$ cat src/rtl/spm_ctrl_if.sv
// Request/response handshake bundle between the bus-side register block and spm_ctrl.
// The master drives requests and accepts products; the slave is the sequencer.
interface spm_ctrl_if #(
   parameter int unsigned WIDTH = 32
) ();
   logic               in_valid;
   logic               in_ready;
   logic [WIDTH-1:0]   in_x;
   logic [WIDTH-1:0]   in_y;
   logic               out_valid;
   logic               out_ready;
   logic [2*WIDTH-1:0] out_p;

   modport master (
      output in_valid, in_x, in_y, out_ready,
      input  in_ready, out_valid, out_p
   );

   modport slave (
      input  in_valid, in_x, in_y, out_ready,
      output in_ready, out_valid, out_p
   );
endinterface

$ cat src/rtl/spm_ctrl.sv
// Sequencer for an external serial-parallel multiplier: clears it, streams y LSB-first
// with sign extension, and deserialises the 2*WIDTH-bit signed product.
module spm_ctrl #(
   parameter int unsigned  WIDTH = 32,
   localparam int unsigned CNT_W = $clog2(2*WIDTH+1)
) (
   input  logic             clk,
   input  logic             rst,
   spm_ctrl_if.slave        bus,
   output logic             busy,
   output logic             spm_rst,
   output logic [WIDTH-1:0] spm_x,
   output logic             spm_y,
   input  logic             spm_p
);

   typedef enum logic [1:0] {StIdle, StClear, StRun, StDone} state_e;

   state_e             state_q;
   logic [CNT_W-1:0]   cnt_q;
   logic [WIDTH-1:0]   y_sr_q;
   logic [WIDTH-1:0]   y_asr;
   logic               in_ready_q;
   logic               out_valid_q;
   logic [2*WIDTH-1:0] out_p_q;
   logic               busy_q;
   logic               spm_rst_q;
   logic [WIDTH-1:0]   spm_x_q;
   logic               spm_y_q;

   // Arithmetic shift keeps presenting the sign bit once all y bits have been sent.
   assign y_asr = {y_sr_q[WIDTH-1], y_sr_q[WIDTH-1:1]};

   always_ff @(posedge clk or posedge rst) begin
      if (rst) begin
         state_q     <= StIdle;
         cnt_q       <= '0;
         y_sr_q      <= '0;
         in_ready_q  <= 1'b1;
         out_valid_q <= 1'b0;
         out_p_q     <= '0;
         busy_q      <= 1'b0;
         spm_rst_q   <= 1'b1;
         spm_x_q     <= '0;
         spm_y_q     <= 1'b0;
      end else begin
         unique case (state_q)
            StIdle: begin
               spm_rst_q <= 1'b0;
               if (bus.in_valid && in_ready_q) begin
                  spm_x_q    <= bus.in_x;
                  y_sr_q     <= bus.in_y;
                  spm_rst_q  <= 1'b1;
                  in_ready_q <= 1'b0;
                  busy_q     <= 1'b1;
                  state_q    <= StClear;
               end
            end
            StClear: begin
               spm_rst_q <= 1'b0;
               cnt_q     <= '0;
               spm_y_q   <= y_sr_q[0];
               y_sr_q    <= y_asr;
               state_q   <= StRun;
            end
            StRun: begin
               cnt_q  <= cnt_q + CNT_W'(1);
               y_sr_q <= y_asr;
               // spm_p lags spm_y by one cycle, so nothing useful arrives in cycle 0.
               if (cnt_q != '0) begin
                  out_p_q <= {spm_p, out_p_q[2*WIDTH-1:1]};
               end
               // Final RUN cycle only flushes the last product bit; feed a zero.
               if (cnt_q >= CNT_W'(2*WIDTH-1)) begin
                  spm_y_q <= 1'b0;
               end else begin
                  spm_y_q <= y_sr_q[0];
               end
               if (cnt_q == CNT_W'(2*WIDTH)) begin
                  out_valid_q <= 1'b1;
                  busy_q      <= 1'b0;
                  state_q     <= StDone;
               end
            end
            StDone: begin
               if (bus.out_ready) begin
                  out_valid_q <= 1'b0;
                  in_ready_q  <= 1'b1;
                  state_q     <= StIdle;
               end
            end
            default: state_q <= StIdle;
         endcase
      end
   end

   assign bus.in_ready  = in_ready_q;
   assign bus.out_valid = out_valid_q;
   assign bus.out_p     = out_p_q;
   assign busy          = busy_q;
   assign spm_rst       = spm_rst_q;
   assign spm_x         = spm_x_q;
   assign spm_y         = spm_y_q;

endmodule

$ cat src/flat_wrapper.sv
// flat-port wrapper written by rule: the top's interface ports become plain ports
module spm_ctrl_flat 
#(
   parameter int unsigned  WIDTH = 32,
   localparam int unsigned CNT_W = $clog2(2*WIDTH+1)
)
  (clk, rst, busy, spm_rst, spm_x, spm_y, spm_p, bus_in_valid, bus_in_x, bus_in_y, bus_out_ready, bus_in_ready, bus_out_valid, bus_out_p);
  spm_ctrl_if #(.WIDTH(WIDTH)) bus_i ();
  input  logic clk;
  input  logic rst;
  output logic busy;
  output logic spm_rst;
  output logic [WIDTH-1:0] spm_x;
  output logic spm_y;
  input  logic spm_p;
  input wire logic [$bits(bus_i.in_valid)-1:0] bus_in_valid;
  input wire logic [$bits(bus_i.in_x)-1:0] bus_in_x;
  input wire logic [$bits(bus_i.in_y)-1:0] bus_in_y;
  input wire logic [$bits(bus_i.out_ready)-1:0] bus_out_ready;
  output wire logic [$bits(bus_i.in_ready)-1:0] bus_in_ready;
  output wire logic [$bits(bus_i.out_valid)-1:0] bus_out_valid;
  output wire logic [$bits(bus_i.out_p)-1:0] bus_out_p;
  assign bus_i.in_valid = bus_in_valid;
  assign bus_i.in_x = bus_in_x;
  assign bus_i.in_y = bus_in_y;
  assign bus_i.out_ready = bus_out_ready;
  assign bus_in_ready = bus_i.in_ready;
  assign bus_out_valid = bus_i.out_valid;
  assign bus_out_p = bus_i.out_p;
  spm_ctrl #(.WIDTH(WIDTH)) u_core (.clk(clk), .rst(rst), .bus(bus_i), .busy(busy), .spm_rst(spm_rst), .spm_x(spm_x), .spm_y(spm_y), .spm_p(spm_p));
endmodule
$ cat config.mk
export PLATFORM = sky130hd
export DESIGN_NAME = spm_ctrl_flat
export DESIGN_NICKNAME = d
export VERILOG_FILES = /design/src/rtl/spm_ctrl_if.sv /design/src/rtl/spm_ctrl.sv /design/src/flat_wrapper.sv
export SDC_FILE = /design/constraint.sdc
export NUM_CORES = 1
export LEC_CHECK = 0
export CAP_MARGIN = 10
export CORE_UTILIZATION = 40
export DETAILED_ROUTE_END_ITERATION = 10
export PLACE_DENSITY = 0.67
export SETUP_SLACK_MARGIN = 0.15
export SLEW_MARGIN = 20
export SYNTH_ARGS = -nofsm -noshare
export SYNTH_HDL_FRONTEND = slang
export SYNTH_SLANG_ARGS = --single-unit
$ cat constraint.sdc
create_clock -name clk -period 7.1 [get_ports clk]
set_input_delay 1.42 -clock clk [delete_from_list [all_inputs] [get_ports clk]]
set_output_delay 1.42 -clock clk [all_outputs]
set_load 0.01 [all_outputs]
# [Word level (Yosys, flattened, before mapping)]
# Cells that the tools add are included.
[op_classes] mux=20 n_addsub=1 magnitude_cmp=1 n_eq_ne=7 reduce_logical=18 bitwise=1
[ops] operator="32-bit case mux with 2 select lines" n=1
[ops] operator="32-bit two-way mux" n=1
[ops] operator="3-bit AND reduction" n=5
[ops] operator="7-bit case mux with 2 select lines" n=1
[ops] operator="2-bit nonzero test" n=6
[ops] operator="1-bit case mux with 2 select lines" n=5
[ops] operator="1-bit two-way mux" n=8
[ops] operator="2-bit case mux with 4 select lines" n=1
[ops] operator="7-bit by 1-bit adder with 7-bit output, second input constant" n=1
[ops] operator="7-bit equality test, second input constant" n=1
[ops] operator="7-bit by 6-bit greater-or-equal comparator with 1-bit output, second input constant" n=1
[ops] operator="7-bit nonzero test" n=1
[ops] operator="2-bit two-way mux" n=3
[ops] operator="2-bit AND reduction" n=3
[ops] operator="2-bit equality test, second input constant" n=2
[ops] operator="2-bit by 1-bit inequality test with 1-bit output, second input constant" n=2
[ops] operator="2-bit by 1-bit equality test with 1-bit output, second input constant" n=1
[ops] operator="2-bit zero test" n=1
[ops] operator="2-bit inequality test, second input constant" n=1
[ops] operator="2-bit OR reduction" n=1
[ops] operator="1-bit logical AND" n=1
[ops] operator="1-bit inverter" n=1
[totals] input_bits=69 reg_bits=142 output_inout_bits=101 word_cells=59

# [Logic depth before layout (Yosys ltp)]
# Gate-level depths: netlist of run 1.
[logic_depth] depth_word=4 depth_mapped=8

# [Worst setup path before layout of run 1]
# No wires, ideal clock.
[synth_path] kind="input to register" start="input port bus_in_valid" end="register u_core.y_sr_q[0]" slack_ns=4.718 arrival_ns=2.245 stages=4 path_buffers=1 path_cell_list="nand3_1 > o21ai_1 > clkbuf_1 > a21oi_1"
[synth_between] elab_chain_len=3
[synth_rtl] item="from (decl)" line_no="flat_wrapper.sv:16" text="input wire logic [$bits(bus_i.in_valid)-1:0] bus_in_valid;"
[synth_rtl] item="1-bit logical AND" line_no="spm_ctrl.sv:50" text="if (bus.in_valid && in_ready_q) begin"
[synth_rtl] item="2-bit by 1-bit inequality test with 1-bit output (no line)"
[synth_rtl] item="2-bit AND reduction (no line)"
[synth_rtl] item="to (signal assigned)" line_no="spm_ctrl.sv:52" text="y_sr_q <= bus.in_y;"
[synth_rtl] item="to (signal assigned)" line_no="spm_ctrl.sv:63" text="y_sr_q <= y_asr;"
[synth_rtl] item="to (signal assigned)" line_no="spm_ctrl.sv:68" text="y_sr_q <= y_asr;"
[synth_rtl] item="to (decl)" line_no="spm_ctrl.sv:21" text="logic [WIDTH-1:0] y_sr_q;"
# Every way passes these cells.
# A chain may end at the register's enable or synchronous reset.

# [Worst setup path in the final report of run 1]
[layout_path] start="input port bus_in_valid" end="register u_core.y_sr_q[14]"
# Same word-level chain as after synthesis.

==> out/qor.txt, run 1 <==
startpoint of the worst hold path: u_core.spm_rst$_DFFE_PP1P_
Sink Count: 142
synthesis warning total: 0
Slew @ Worst Pin: 0.892 ns
fraction of final layout cells sized beyond drive strength 1: 22.3%
Post-synth ARST share: 100%
period utilisation layout: 46.8%
via/cell ratio: 4.86
setup slack, reg-to-reg: 4.57 ns
CP max-delay cell: nand3_2
initial antenna violation count: 1
CP Data Arrival Time: 3.66 ns
max cap viols: 0
post-CTS sizing: 0
total CTS buffers: 17
startpoint type of the worst setup path: primary input
nets: 673
largest area contributor in the netlist: dfrtp_1
Buf/Inv on CP: 2
Peak VDD IR: 0.000159 V
total core area: 0.0140 mm²
Setup Skew: 0.00709 ns
post-synthesis sequential area ratio: 61.1%
P&R area growth vs syn: 42.6%
Synth Area in Adders: 1.51%
TNS Setup: 0 ns
CTS tree: built
number of synthesized flops with an enable pin: 0
PwrDens: 224 mW/mm²
IO Pins: 170
clk slew on worst S/H paths: 0.06 ns
Detailed Route Iter0 Violations: 174
Post-route DRC: 0
max_slew headroom: 40.5%
largest family of logic cells by synthesized area: multiplexers
Reg power frac: 44.9%
WS Path Type: primary input to flip-flop
clock buffer depth: 2
Post-CTS Repair Setup Buffers: 0
Final Max Slew Viols: 0
synth top area cells: dfrtp_1, mux2_2, mux2i_1
global-route usage over all layers: 16.9%
final setup fails: 0
worst min-delay path class: flip-flop to flip-flop
Yosys reg bits: 142
vias in the first global route: 3879
TritonRoute pass-1 iters: 4
Fin. Hold Viols: 0
Final ANT Viol Nets: 0
Logic pwr share: 5.7%
RSZ-0062 raised after global routing: false
num rows: 43
CP top delay family: buffers and inverters
Leak Pwr: 4.00 nW
post-DR wirelength/cell: 15.1 µm
Mapped Nets: 503
Post-Syn Instances: 427
ys flop type: dfrtp_1
most common cell in the netlist: dfrtp_1
largest net degree at the start of global routing: 84
hpwl dp: 8.24 mm
hold_buf cts: 0
H-tree Lvls: 4
Die W: 123 µm
mapped cell area: 0.00582 mm²
Die H: 123 µm
worst skew pair latency: 0.42 ns
status: complete, no violations
synthesized area per cell: 13.6 µm²
Sw Ratio: 21.5%
Synth Area in XOR/XNOR: 0%
WP data required: 7.44 ns
CP startpoint: bus_in_valid
first-pass GRT wire length: 19.3 mm
post-synth top area share: 60.2%
Int Power: 0.00146 W
Psw: 0.000399 W
post-route minimum period: 3.32 ns
Hold WS: 0.487 ns
overall routed net length: 11.9 mm
Peak Freq: 301 MHz
Cell variety after synth: 35
full die area: 0.0150 mm²
worst path cell trace: clkdlybuf4s50_1, nand3_2, o21ai_4, buf_4, nor2_1, a21oi_1
Largest stage delay, worst path: 0.71 ns
total grt overflow: 0
Post-synth top cells: dfrtp_1, mux2_2, a21oi_1
CP Max Fanout: 62
post-synthesis simple-gate area fraction: 4.45%
mux share of post-synthesis cell area: 24.3%
Synth Area in Compound Gates: 5.91%
worst reg2reg startpoint: u_core.state_q[1]$_DFFE_PP0P_
gpl congestion: 0.771
port bufs: 169
nature of the critical path endpoint: flip-flop
Clock power frac: 49.4%
initial core utilization: 41.4%
Root Driver: clkbuf_16
Vias: 3841
[placed cells by master (no fill, tap or decap), types with 2 or more instances in the layout]
cell type	instances
dfrtp_1	140
nand3_1	8
nand2_1	8
buf_4	2
ha_1	6
o21ai_0	8
nor2_1	35
clkinvlp_4	2
mux2_1	4
inv_6	5
a21oi_1	37
mux2i_1	32
a21boi_0	2
mux2_2	93
o21ai_4	2
and3_1	2
bufinv_16	3
inv_1	9
dfstp_2	2
clkdlybuf4s50_1	169
clkbuf_16	17
clkinv_4	4
[worst paths after layout]
path	end	cells after the start
worst max-delay path	u_core.y_sr_q[14]$_DFFE_PP0P_	6
worst min-delay path	u_core.spm_rst$_DFFE_PP1P_	2
worst max register to register	u_core.y_sr_q[14]$_DFFE_PP0P_	7
worst min register to register	u_core.spm_rst$_DFFE_PP1P_	2
max in group asynchronous	u_core.spm_x[14]$_DFFE_PP0N_	3
min in group asynchronous	u_core.spm_x[7]$_DFFE_PP0N_	2
[area by class of cell]
type / instances / area (µm²)
Fill cell: 1121 / 5750
Sequential cell: 142 / 3560
Multi-Input combinational cell: 254 / 2130
Timing Repair Buffer: 172 / 1720
Clock buffer: 18 / 439
Tap cell: 180 / 225
Clock inverter: 14 / 180
Inverter: 10 / 42.5
Antenna cell: 1 / 2.50
[routing by layer]
metal | track usage (%) | share of wire (%)
met3 | 6.04 | 6.3
met4 | 7.01 | 1.2
met5 | 0 | 0
met2 | 27.5 | 50
met1 | 20.2 | 43
[stage by stage]
stage | setup slack, ns | cells | total power [W] | area (µm²) | utilization [%]
final | 3.78 | 791 | 0.00186 | 8300 | 59.1
after global routing | 3.53 | 791 | 0.00193 | 8300 | 59.1
after CTS | 3.77 | 790 | 0.00188 | 8280 | 59.0
after global placement | 3.40 | 758 | 0.000955 | 7660 | 54.5
after detailed placement | 3.32 | 758 | 0.000957 | 7660 | 54.5
after floorplan | 1.87 | 427 | 0.000879 | 5820 | -
[sequential cells by signal, indices dropped and copies added (netlist names)]
signal / flops
u_core.y_sr_q: 32
u_core.spm_rst: 1
u_core.spm_x: 32
u_core.busy: 1
u_core.cnt_q: 7
u_core.spm_y: 1
u_core.bus.in_ready: 1
u_core.bus.out_p: 64
u_core.state_q: 2
u_core.bus.out_valid: 1
[worst min-delay path: stages, from the launching register on]
cell     delay, ns
dfstp_2       0.37
nand2_1       0.06
a21oi_1       0.06
[power by group through the flow]
stage	clock network (W)	logic [W]	registers, W
after floorplan	0	0.0000249	0.000854
after global placement	0	0.000107	0.000848
after detailed placement	0	0.000108	0.000849
after CTS	0.000940	0.000109	0.000834
after global routing	0.000976	0.000115	0.000836
final	0.000917	0.000106	0.000834
[kinds of logic (layout without fill, tap and decap cells)]
| kind of cell | Yosys count | count (layout) |
|---|---|---|
| buf+inv | 31 | 214 |
| mux | 129 | 129 |
| simple gates | 59 | 59 |
| flops | 142 | 142 |
| other cells | 0 | 1 |
| compound gates | 59 | 59 |
| fa+ha+maj | 7 | 7 |
No activity file was read; power rests on OpenSTA's default activity.
==> run 2, diff against run 1 <==
--- a/config.mk
+++ b/config.mk
@@ -8,7 +8,7 @@
 export CAP_MARGIN = 10
 export CORE_UTILIZATION = 40
 export DETAILED_ROUTE_END_ITERATION = 10
-export PLACE_DENSITY = 0.67
+export PLACE_DENSITY = 0.7
 export SETUP_SLACK_MARGIN = 0.15
 export SLEW_MARGIN = 20
 export SYNTH_ARGS = -nofsm -noshare
==> constraint.sdc (replaced) <==
create_clock -name clk -period 3 [get_ports clk]
set_input_delay 0.6 -clock clk [delete_from_list [all_inputs] [get_ports clk]]
set_output_delay 0.6 -clock clk [all_outputs]
set_load 0.01 [all_outputs]
==> run 2 against run 1 <==
Against the previous run:
- die area unchanged
- flip-flop and latch count unchanged
- critical endpoint is now bus_in_ready
- critical path type is now flip-flop to output port
- clock-buffer cell count increased by 7
- first-iteration DRC count decreased by 23%
==> out/qor.txt, run 2 (synthesis results as in run 1) <==
Sink Count: 142 (unchanged)
Root Driver: clkbuf_16 (unchanged)
max cap viols: 0 (unchanged)
Fin. Hold Viols: 0 (unchanged)
CP top delay family: flip-flops (was buffers and inverters)
Post-route DRC: 0 (unchanged)
IO Pins: 170 (unchanged)
post-DR wirelength/cell: 15.7 µm (was 15.1 µm)
overall routed net length: 12.5 mm (was 11.9 mm)
Filler Cell Count: 1114 (was 1121)
metal3 WL: 888 µm (was 747 µm)
first-pass GRT wire length: 19.6 mm (was 19.3 mm)
nets: 677 (was 673)
status: complete, no violations (unchanged)
TritonRoute pass-1 iters: 4 (unchanged)
startpoint type of the worst setup path: flip-flop (was primary input)
gpl congestion: 0.785 (was 0.771)
CP max-delay cell: dfstp_2 (was nand3_2)
most common cell after layout, fill and taps aside: clkdlybuf4s50_1 (unchanged)
Setup Skew: 0.00545 ns (was 0.00709 ns)
post-route minimum period: 2.18 ns
max_slew headroom: 58.3% (was 40.5%)
max reg flops: 64 (unchanged)
most frequent cells in the layout: clkdlybuf4s50_1, dfrtp_1, mux2_2 (unchanged)
post-CTS sizing: 0 (unchanged)
port bufs: 169 (unchanged)
clock buffer depth: 2 (unchanged)
WP data required: 2.40 ns (was 7.44 ns)
Hold WS: 0.482 ns (was 0.487 ns)
P&R area growth vs syn: 42.9% (was 42.6%)
clk slew on worst S/H paths: 0.06 ns (about the same)
num rows: 43 (unchanged)
TNS Setup: 0 ns (unchanged)
total CTS buffers: 17 (unchanged)
Final Max Slew Viols: 0 (unchanged)
Detailed Route Iter0 Violations: 134 (was 174)
Die W: 123 µm (unchanged)
register area: 0.00356 mm² (unchanged)
vias in the first global route: 3991 (was 3879)
H-tree Lvls: 4 (unchanged)
hold_buf cts: 0 (unchanged)
Slew @ Worst Pin: 0.623 ns (was 0.892 ns)
Peak VDD IR: 0.000350 V (was 0.000159 V)
global-route usage over all layers: 17.2% (was 16.9%)
Peak Freq: 459 MHz
Post-CTS Repair Setup Buffers: 0 (unchanged)
period utilisation layout: 72.6%
worst path cell trace: clkdlybuf4s50_1 (was clkdlybuf4s50_1, nand3_2, o21ai_4, buf_4, nor2_1, a21oi_1)
initial antenna violation count: 0 (was 1)
total grt overflow: 0 (unchanged)
M1 wire length: 5.03 mm (was 5.12 mm)
final setup fails: 0 (unchanged)
total core area: 0.0140 mm² (unchanged)
full die area: 0.0150 mm² (unchanged)
multi-input logic area: 0.00212 mm² (was 0.00213 mm²)
fraction of final layout cells sized beyond drive strength 1: 21.8% (was 22.3%)
WS Path Type: flip-flop to output port (was primary input to flip-flop)
Vias: 3980 (was 3841)
Leak Pwr: 4.01 nW (was 4.00 nW)
hpwl dp: 8.73 mm (was 8.24 mm)
WL met2: 6.23 mm (was 5.91 mm)
worst skew pair latency: 0.42 ns (about the same)
CP Max Fanout: 6 (was 62)
Buf/Inv on CP: 1 (was 2)
highest metal used: met4 (unchanged)
initial core utilization: 41.4% (unchanged)
CP Data Arrival Time: 1.58 ns (was 3.66 ns)
largest net degree at the start of global routing: 79 (was 84)
Final ANT Viol Nets: 0 (unchanged)
worst min-delay path class: flip-flop to flip-flop (unchanged)
Largest stage delay, worst path: 0.60 ns (was 0.71 ns)
CTS tree: built (unchanged)
nature of the critical path endpoint: output port (was flip-flop)
RSZ-0062 raised after global routing: false (unchanged)
PwrDens: 522 mW/mm² (was 224 mW/mm²)
Die H: 123 µm (unchanged)
via/cell ratio: 5.01 (was 4.86)
==> run 2: cell type report <==
| cell class | instances | share of cell area [%] |
|---|---|---|
| multi-input cells | 254 | 25.5 |
| diodes | 1 | 0.0301 |
| well taps | 180 | 2.71 |
| clock inverters | 7 | 1.35 |
| flip-flops and latches | 142 | 42.8 |
| repair buffers | 176 | 21.4 |
| inverters | 10 | 0.496 |
| clock buffers | 25 | 5.72 |
==> run 2: worst reg2reg max path, cell delays in order (launching register included) <==
cell and delay, ns:
dfrtp_1 0.39, inv_1 0.10, ha_2 0.33, inv_1 0.12, o21ai_4 0.55, buf_4 0.34, nor2_1 0.08, a21oi_1 0.14
==> run 2: where the power goes <==
group	internal [W]	switching, W
logic	0.000163	0.0000924
clock network	0.00135	0.000760
registers	0.00195	0.0000252
==> run 2: metrics by stage <==
step / util [%] / setup slack, ns / power (W) / area [µm²] / cells
floorplan: - / 0.625 / 0.00208 / 5820 / 427
global placement: 55.0 / 0.782 / 0.00227 / 7730 / 762
detailed placement: 55.0 / 0.670 / 0.00227 / 7730 / 762
CTS: 59.2 / 0.798 / 0.00439 / 8310 / 794
global route: 59.2 / 0.636 / 0.00451 / 8310 / 794
finish: 59.2 / 0.821 / 0.00434 / 8320 / 795
==> run 2: worst paths after layout <==
check                                                    to  slack (ns)  depth (start not counted)                             from
setup / recovery                               bus_in_ready        0.82                          1  u_core.bus.in_ready$_DFFE_PP1P_
hold / removal                   u_core.spm_rst$_DFFE_PP1P_        0.48                          2       u_core.spm_rst$_DFFE_PP1P_
setup reg to reg               u_core.y_sr_q[8]$_DFFE_PP0P_        0.87                          7    u_core.state_q[0]$_DFFE_PP0P_
hold reg to reg                  u_core.spm_rst$_DFFE_PP1P_        0.48                          2       u_core.spm_rst$_DFFE_PP1P_
max in group asynchronous   u_core.bus.in_ready$_DFFE_PP1P_        1.58                          3                              rst
min in group asynchronous  u_core.bus.out_p[61]$_DFFE_PP0P_        0.60                          2                              rst
==> run 2: per-layer routing <==
layer  up-vias  track usage, %
met1      1950            19.5
met5         -               0
met3        25            6.04
met2       143            28.3
li1       1862               -
met4         0            9.60
==> run 3, diff against run 2 <==
==> constraint.sdc (replaced) <==
create_clock -name clk -period 1.75 [get_ports clk]
set_input_delay 0.35 -clock clk [delete_from_list [all_inputs] [get_ports clk]]
set_output_delay 0.35 -clock clk [all_outputs]
set_load 0.01 [all_outputs]
==> run 3 against run 2 <==
Against the previous run:
- the run now ends with setup timing left
- clock power is 71% higher
- clock-buffer cell count decreased by 6
- combinational power up 73%
- worst hold slack worse by 0.22 ns
- flip-flop and latch count unchanged
- sequential share of layout area down 4.2 points
- critical path depth grew 7
- register-to-register slack worse by 0.95 ns
- global-route usage increased by 1.1 points
==> out/qor.txt, run 3 (synthesis results as in run 1) <==
post-DR wirelength/cell: 17.2 µm (was 15.7 µm)
M2 GR Usage: 30.2% (was 28.3%)
CP Data Arrival Time: 2.14 ns (was 1.58 ns)
Root Driver: clkbuf_16 (unchanged)
worst path cell trace: inv_2, ha_4, nor3b_4, nand2_2, o21ai_4, buf_6, clkbuf_16, mux2_4 (was clkdlybuf4s50_1)
Buf/Inv on CP: 3 (was 1)
post-layout util: 65.7% (was 59.2%)
Detailed Route Iter0 Violations: 178 (was 134)
Post-route DRC: 0 (unchanged)
failing checks: setup timing
initial core utilization: 41.4% (unchanged)
Sink Count: 142 (unchanged)
multi-input logic area: 0.00255 mm² (was 0.00212 mm²)
PwrDens: 806 mW/mm² (was 522 mW/mm²)
status: finished, violations left (was complete, no violations)
worst skew pair latency: 0.43 ns (was 0.42 ns)
H-tree Lvls: 4 (unchanged)
CP Max Fanout: 8 (was 6)
clk slew on worst S/H paths: 0.06 ns (about the same)
diode count: 0 (was 1)
Peak Freq: 547 MHz
num rows: 43 (unchanged)
TritonRoute pass-1 iters: 4 (unchanged)
Logic pwr share: 6.0% (was 5.9%)
max_slew headroom: 77.0% (was 58.3%)
global-route usage over all layers: 18.4% (was 17.2%)
Final WS setup: -0.0795 ns (was 0.821 ns)
nets: 716 (was 677)
met1 Use GR: 22.6% (was 19.5%)
Setup Skew: 0.0173 ns (was 0.00545 ns)
Reg power frac: 45.6% (was 45.5%)
Leak Pwr: 4.80 nW (was 4.01 nW)
Clock power frac: 48.4% (was 48.6%)
overall routed net length: 14.3 mm (was 12.5 mm)
Hold WS: 0.263 ns (was 0.482 ns)
WP data required: 2.06 ns (was 2.40 ns)
fraction of final layout cells sized beyond drive strength 1: 35.6% (was 21.8%)
port bufs: 169 (unchanged)
Sw Ratio: 21.0% (was 20.2%)
most common cell after layout, fill and taps aside: dfrtp_1 (was clkdlybuf4s50_1)
WS Path Type: flip-flop to flip-flop (was flip-flop to output port)
Fin. Hold Viols: 0 (unchanged)
register area: 0.00356 mm² (about the same)
gpl congestion: 0.806 (was 0.785)
GR Util met3: 5.02% (was 6.04%)
Vias: 4153 (was 3980)
IO Pins: 170 (unchanged)
via/cell ratio: 5.00 (was 5.01)
Die W: 123 µm (unchanged)
vias in the first global route: 4095 (was 3991)
period utilisation layout: 105%
clock buffer depth: 2 (unchanged)
largest net degree at the start of global routing: 40 (was 79)
nature of the critical path endpoint: flip-flop (was output port)
Slew @ Worst Pin: 0.345 ns (was 0.623 ns)
Final Max Slew Viols: 0 (unchanged)
Psw: 0.00156 W (was 0.000878 W)
worst min-delay path class: primary input to asynchronous set/reset pin (was flip-flop to flip-flop)
Die H: 123 µm (unchanged)
max cap viols: 0 (unchanged)
startpoint type of the worst setup path: flip-flop (unchanged)
Final ANT Viol Nets: 0 (unchanged)
most frequent cells in the layout: dfrtp_1, dlygate4sd2_1, clkdlybuf4s50_1 (was clkdlybuf4s50_1, dfrtp_1, mux2_2)
final setup fails: 64 (was 0)
total CTS buffers: 17 (unchanged)
initial antenna violation count: 0 (unchanged)
total grt overflow: 0 (unchanged)
total core area: 0.0140 mm² (unchanged)
P&R area growth vs syn: 58.6% (was 42.9%)
RSZ-0062 raised after global routing: true (was false)
full die area: 0.0150 mm² (unchanged)
Peak VDD IR: 0.000692 V (was 0.000350 V)
busiest grt layer: met2 (unchanged)
CTS tree: built (unchanged)
first-pass GRT wire length: 20.9 mm (was 19.6 mm)
hpwl dp: 9.20 mm (was 8.73 mm)
Largest stage delay, worst path: 0.39 ns (was 0.60 ns)
Int Power: 0.00588 W (was 0.00346 W)
max reg flops: 64 (unchanged)
post-route minimum period: 1.83 ns
Filler Cell Count: 1044 (was 1114)
CP max-delay cell: dfrtp_1 (was dfstp_2)
CP top delay family: buffers and inverters (was flip-flops)
[run 3: final cells by class]
| cell class | instances | share of cell area (%) |
|---|---|---|
| Sequential cell | 142 | 38.5 |
| Multi-Input combinational cell | 254 | 27.6 |
| Clock inverter | 11 | 1.56 |
| Inverter | 10 | 0.501 |
| Tap cell | 180 | 2.44 |
| Timing Repair Buffer | 215 | 24.6 |
| Clock buffer | 19 | 4.80 |
[run 3: path summary, 6_finish.rpt]
kind,slack [ns],endpoint,from,depth (start not counted)
min in group clk,0.48,u_core.spm_rst$_DFFE_PP1P_,u_core.spm_rst$_DFFE_PP1P_,2
worst max-delay path,-0.08,u_core.bus.out_p[52]$_DFFE_PP0P_,u_core.cnt_q[0]$_DFFE_PP0N_,8
worst min register to register,0.48,u_core.spm_rst$_DFFE_PP1P_,u_core.spm_rst$_DFFE_PP1P_,2
worst max register to register,-0.08,u_core.bus.out_p[52]$_DFFE_PP0P_,u_core.cnt_q[0]$_DFFE_PP0N_,8
worst min-delay path,0.26,u_core.bus.out_p[11]$_DFFE_PP0P_,rst,2
max in group asynchronous,0.93,u_core.bus.out_p[61]$_DFFE_PP0P_,rst,3
[run 3: stage by stage]
| step | TNS (ns) | setup slack [ns] | area (µm²) | total power (W) | instances |
|---|---|---|---|---|---|
| floorplan | -58.31 | -0.375 | 6100 | 0.00361 | 427 |
| global placement | -2.90 | -0.0564 | 8180 | 0.00393 | 779 |
| detailed placement | -6.63 | -0.127 | 8180 | 0.00394 | 779 |
| CTS | -2.65 | -0.0672 | 8870 | 0.00753 | 819 |
| global route | -8.98 | -0.166 | 9230 | 0.00771 | 831 |
| finish | -3.60 | -0.0795 | 9230 | 0.00744 | 831 |
[run 3: power groups by stage]
stage          combinational [W]  sequential (W)  clock (W)
2_1_floorplan           0.000136         0.00347          0
3_3_place_gp            0.000484         0.00345          0
5_1_grt                 0.000480         0.00340    0.00383
3_5_place_dp            0.000489         0.00345          0
6_report                0.000443         0.00339    0.00360
4_1_cts                 0.000452         0.00339    0.00369
[run 3: layer usage]
layer / wire length (µm) / vias up
met2: 7080 / 147
met5: 0 / -
met3: 789 / 19
li1: - / 1943
met1: 6160 / 2044
met4: 268 / 0
[run 3: timing repair]
action                                  4_1_cts  5_1_grt
setup buffers                                 6        5
pin swaps                                     3        3
hold buffers                                  0        0
resized for setup                           123       50
endpoints found under the setup margin      235      133
cloned                                        4        7
